[src/rtl/round_robin_dispatcher_pkg.sv]
// Shared definitions for the round-robin fan-out (dispatcher) and fan-in
// (arbiter) blocks. The defaults live here so both ends of the datapath
// agree on port count and payload width.
//
// Contents:
//   DEF_NUM_PORT  default number of fan-out/fan-in ports
//   DEF_DATA_W    default payload width in bits
//   DEF_CNT_W     default width of the dispatched-word counter
//   clog2()       ceiling log2 helper for index widths
package round_robin_dispatcher_pkg;

  localparam int unsigned DEF_NUM_PORT = 4;
  localparam int unsigned DEF_DATA_W   = 64;
  localparam int unsigned DEF_CNT_W    = 16;

  // Ceiling log2; returns 1 for inputs of 0 or 1 so the result is always
  // usable as a vector width.
  function automatic int unsigned clog2(input int unsigned value);
    int unsigned result;
    int unsigned v;
    result = 0;
    v      = (value > 0) ? value - 1 : 0;
    while (v > 0) begin
      result = result + 1;
      v      = v >> 1;
    end
    if (result == 0) begin
      result = 1;
    end
    return result;
  endfunction

endpackage

[src/rtl/rr_port_select.sv]
// Cyclic first-free search for the round-robin dispatcher.
//
// Ports:
//   free     in   NUM_PORT  one bit per port, 1 = port can take a word
//   pointer  in   NUM_PORT  one-hot start position of the search
//   enable   in   1         1 = cyclic search; 0 = only port 0 is eligible
//   sel      out  NUM_PORT  one-hot chosen port, all-zero if none
module rr_port_select
  import round_robin_dispatcher_pkg::*;
#(
  parameter int unsigned NUM_PORT = DEF_NUM_PORT
) (
  input  logic [NUM_PORT-1:0] free,
  input  logic [NUM_PORT-1:0] pointer,
  input  logic                enable,
  output logic [NUM_PORT-1:0] sel
);

  logic [NUM_PORT-1:0] mask;
  logic [NUM_PORT-1:0] masked;
  logic [NUM_PORT-1:0] masked_sel;
  logic [NUM_PORT-1:0] unmasked_sel;

  // Two lowest-set-bit searches: one restricted to ports at or above the
  // pointer, one over all ports. The masked result wins when non-empty,
  // which gives the wrap-around scan without a variable rotate.
  always_comb begin
    mask         = ~(pointer - NUM_PORT'(1));
    masked       = free & mask;
    masked_sel   = masked & (~masked + NUM_PORT'(1));
    unmasked_sel = free & (~free + NUM_PORT'(1));

    sel = '0;
    if (!enable) begin
      sel[0] = free[0];
    end else if (|masked) begin
      sel = masked_sel;
    end else begin
      sel = unmasked_sel;
    end
  end

endmodule

[src/rtl/round_robin_dispatcher.sv]
// Round-robin dispatcher: fans one valid/ready stream out to NUM_PORT
// registered output ports, one word per accept, skipping busy ports.
//
// Ports:
//   clk              in   1                  clock
//   rst              in   1                  async active-high reset
//   dispatch_enable  in   1                  1 = round-robin, 0 = port 0 only
//   in_valid         in   1                  input word valid
//   in_ready         out  1                  word can be accepted this cycle
//   in_data          in   DATA_W             input payload
//   out_valid        out  NUM_PORT           per-port valid (registered)
//   out_ready        in   NUM_PORT           per-port downstream ready
//   out_data         out  NUM_PORT*DATA_W    per-port payload, port i at
//                                            [i*DATA_W +: DATA_W]
//   last_port        out  NUM_PORT           one-hot port of latest word
//   disp_cnt         out  CNT_W              accepted-word count, wraps
module round_robin_dispatcher
  import round_robin_dispatcher_pkg::*;
#(
  parameter int unsigned NUM_PORT = DEF_NUM_PORT,
  parameter int unsigned DATA_W   = DEF_DATA_W,
  parameter int unsigned CNT_W    = DEF_CNT_W
) (
  input  logic                         clk,
  input  logic                         rst,
  input  logic                         dispatch_enable,
  input  logic                         in_valid,
  output logic                         in_ready,
  input  logic [DATA_W-1:0]            in_data,
  output logic [NUM_PORT-1:0]          out_valid,
  input  logic [NUM_PORT-1:0]          out_ready,
  output logic [NUM_PORT*DATA_W-1:0]   out_data,
  output logic [NUM_PORT-1:0]          last_port,
  output logic [CNT_W-1:0]             disp_cnt
);

  logic [NUM_PORT-1:0] pointer;
  logic [NUM_PORT-1:0] free;
  logic [NUM_PORT-1:0] sel;
  logic                accept;

  // A draining port counts as free so it can be reloaded back-to-back.
  assign free = ~out_valid | out_ready;

  rr_port_select #(
    .NUM_PORT (NUM_PORT)
  ) u_select (
    .free    (free),
    .pointer (pointer),
    .enable  (dispatch_enable),
    .sel     (sel)
  );

  // Gated by rst: during reset the port registers are empty and would
  // otherwise advertise ready.
  assign in_ready = (|sel) & ~rst;
  assign accept   = in_valid & in_ready;

  // The pointer only advances in round-robin mode; forced-to-port-0
  // traffic leaves it where the rotation left off.
  always_ff @(posedge clk or posedge rst) begin
    if (rst) begin
      pointer <= NUM_PORT'(1);
    end else if (accept && dispatch_enable) begin
      pointer <= {sel[NUM_PORT-2:0], sel[NUM_PORT-1]};
    end
  end

  always_ff @(posedge clk or posedge rst) begin
    if (rst) begin
      out_valid <= '0;
      out_data  <= '0;
    end else begin
      for (int unsigned i = 0; i < NUM_PORT; i++) begin
        if (accept && sel[i]) begin
          out_valid[i]                 <= 1'b1;
          out_data[i*DATA_W +: DATA_W] <= in_data;
        end else if (out_ready[i]) begin
          out_valid[i] <= 1'b0;
        end
      end
    end
  end

  always_ff @(posedge clk or posedge rst) begin
    if (rst) begin
      last_port <= '0;
      disp_cnt  <= '0;
    end else if (accept) begin
      last_port <= sel;
      disp_cnt  <= disp_cnt + CNT_W'(1);
    end
  end

endmodule
[config.mk]
export PLATFORM = sky130hd
export DESIGN_NAME = round_robin_dispatcher
export DESIGN_NICKNAME = d
export VERILOG_FILES = /design/src/rtl/round_robin_dispatcher_pkg.sv /design/src/rtl/rr_port_select.sv /design/src/rtl/round_robin_dispatcher.sv
export SDC_FILE = /design/constraint.sdc
export NUM_CORES = 1
export LEC_CHECK = 0
export CAP_MARGIN = 40
export CORE_MARGIN = 2
export CORE_UTILIZATION = 42
export DETAILED_ROUTE_END_ITERATION = 12
export PLACE_DENSITY = 0.85
export SYNTH_ARGS = -nofsm -noshare
export SYNTH_HDL_FRONTEND = slang
export SYNTH_HIERARCHICAL = 1
export SYNTH_SLANG_ARGS = --single-unit
[constraint.sdc]
create_clock -name clk -period 9.8 [get_ports clk]
set_input_delay 1.96 -clock clk [delete_from_list [all_inputs] [get_ports clk]]
set_output_delay 1.96 -clock clk [all_outputs]
set_load 0.05 [all_outputs]
==> metrics.cfg <==
[route]
route.vias.total = 6993
drtIter0Drc = 358
firstDrtPassIters = 4
wirelength_um = 28100
drc = 0
detail-route-antenna-nets = 0
routedWlPerCell_um = 20.2
vias_per_cell = 5.05

[min_path]
hold_end = disp_cnt[15]
min-delay-start = disp_cnt[15]
min_path_cells = 1
hold_class = reg2reg

[outcome]
status = finished, final reports clean

[setup_path]
worstPathRequired_ns = 7.84
worstPathArrival_ns = 4.61
endpoint_kind = primary output
max_stage_delay_ns = 0.81
r2r_start = pointer[0]
path_buf_inv = 2
cp_cell_sequence = clkdlybuf4s50_1, nand2b_1, a21boi_0, nand2_1, o22ai_1, nor4_4, nor2_1, clkdlybuf4s50_1
critPathSlowestCell = clkdlybuf4s50_1
cp_max_fo = 6
ff2ff_path_depth = 8
timing.critical_path.mode_cell = clkdlybuf4s50_1
r2r_slack_ns = 6.79
cp_top_family = buffers and inverters
cp-start-kind = primary input
r2r_end = out_data[153]
crit_type = in2out

[finish]
fill_cells = 1856
final_common_cell = clkdlybuf4s50_1
nNetsFinal = 1110
synthToLayoutAreaGrowth_pct = 45.8
most-common-layout-cells = clkdlybuf4s50_1 (352), dfrtp_1 (283), mux2_2 (261)
drive_gt1_frac = 0.313

[clock_tree]
clock-sinks = 284
cts_resized = 0
post-cts-setup-buffers = 0
clkLatencyLatePin_ns = 0.56
cts_root_buf = clkbuf_16
cts_tree = yes
path_clk_slew_ns = 0.06
cts_hold_buf = 0
ctsHtreeMaxLevel = 1
ctsLongestPathBuffers = 3
cts-buffers-inserted = 30

[floorplanning]
die_width_um = 165
dieHeight_um = 165
core_area_um2 = 25300
dieArea_um2 = 27200
ios = 353
row_count = 58
start_util = 0.430

[timing]
worst_pin_slew_ns = 0.662
fin_worst_skew_ns = 0.0302
rsz0062_at_grt = false
fmax_mhz = 152
slew_headroom = 0.558
tns_ns = 0
final_hold_viol_count = 0
min_period_ns = 6.57
setup_viol = 0
final_max_slew_viol_count = 0
post-route-period-util = 0.671

[global_routing]
grt_max_degree = 116
grt_antenna_before_repair = 0
grt_pass1_wl_um = 43300
grt_pass1_vias = 7651
grtUsageTotal = 0.205
grt_overflow_total = 0

[synth]
netlist_instances = 673
yosysWarnings = 6
syn-num-nets = 747
ys_types = 35
ys_seq_elements = 284
yosysSeqAreaShare = 0.654
synth.area.top_cells = dfrtp_1 (65%), mux2_2 (27%), buf_4 (1.1%)
synth.largest_area_cell = dfrtp_1
syn_area_um2 = 10900
avgSynthCellArea_um2 = 16.1
synth_top_cell_area_share = 0.652

[placed_design]
dp_hpwl_um = 19200
portBuffers = 352
gp_congestion = 0.798

[flow_run]
max_cap_viol_count = 0

final cells by class:
cell class | count | area [um2] | area share
Sequential cell | 284 | 7110 | 0.449
Timing Repair Buffer | 360 | 3700 | 0.233
Multi-Input combinational cell | 356 | 3580 | 0.226
Clock buffer | 38 | 811 | 0.0512
Tap cell | 330 | 413 | 0.0261
Clock inverter | 13 | 201 | 0.0127
Inverter | 4 | 22.5 | 0.00142
Antenna cell | 1 | 2.50 | 0.000158
through the flow:
step / instance area [um2] / worst slack (ns) / std cells / hold slack (ns) / utilization
5_1_grt: 15800 / 3.15 / 1385 / 0.505 / 0.627
3_3_place_gp: 14700 / 3.37 / 1328 / 0.460 / 0.581
4_1_cts: 15800 / 3.26 / 1385 / 0.479 / 0.627
6_report: 15800 / 3.23 / 1386 / 0.473 / 0.627
3_5_place_dp: 14800 / 3.27 / 1334 / 0.467 / 0.587
2_1_floorplan: 10900 / 0.00606 / 673 / 0.495 / -
worst max-delay path by stage:
stage,from,end,depth (start not counted)
CTS,out_ready[0],in_ready,8
floorplan,rst,disp_cnt[0],1
global route,out_ready[0],in_ready,8
global placement,out_ready[0],in_ready,8
detailed placement,out_ready[0],in_ready,8
finish,out_ready[0],in_ready,8
flip-flops by register name, summed over array words and instances (netlist names):
register   flops
last_port      4
out_data     256
disp_cnt      16
out_valid      4
pointer        4
Yosys cell counts:
| library cell | number |
|---|---|
| nor3_1 | 2 |
| inv_1 | 4 |
| nor2_1 | 4 |
| xor2_1 | 5 |
| dfrtp_1 | 283 |
| nand4b_1 | 1 |
| nor3_4 | 1 |
| ha_1 | 2 |
| a221oi_2 | 1 |
| nand3b_1 | 2 |
| nor4_1 | 2 |
| o22ai_1 | 1 |
| or4_4 | 1 |
| buf_2 | 13 |
| and3_1 | 2 |
| xnor2_1 | 11 |
| a41o_1 | 1 |
| nor2b_1 | 1 |
| mux2_2 | 261 |
| nor2_2 | 3 |
| a21boi_0 | 2 |
| buf_4 | 16 |
| a21o_1 | 1 |
| nand2_1 | 29 |
| nand3_1 | 7 |
| and2b_1 | 1 |
| dfstp_2 | 1 |
| nand2b_1 | 6 |
| nand4_2 | 1 |
| nor4_4 | 1 |
| and3_2 | 1 |
| o21ai_1 | 1 |
| nand4_1 | 3 |
| and2_1 | 1 |
| mux2i_1 | 1 |
per-layer routing:
layer,track usage,share of wire
met5,0,0
met4,0.0751,0.039
met2,0.348,0.49
met3,0.0786,0.092
met1,0.236,0.38
cell families (layout without fill, tap and decap cells):
group | count (synthesis) | after routing | share of synthesized area
buffers and inverters | 33 | 415 | 0.0184
xor gates and xnor gates | 16 | 16 | 0.0129
DFF | 284 | 284 | 0.654
AOI/OAI and AO/OA | 7 | 7 | 0.00541
other | 0 | 1 | 0
adders and majority gates | 2 | 2 | 0.00230
and+or+nand+nor | 69 | 69 | 0.0351
muxes | 262 | 262 | 0.271
Power is left out: the tool's default activity adds up to more than one toggle a clock period on the data nets, which glitch-free logic cannot reach.
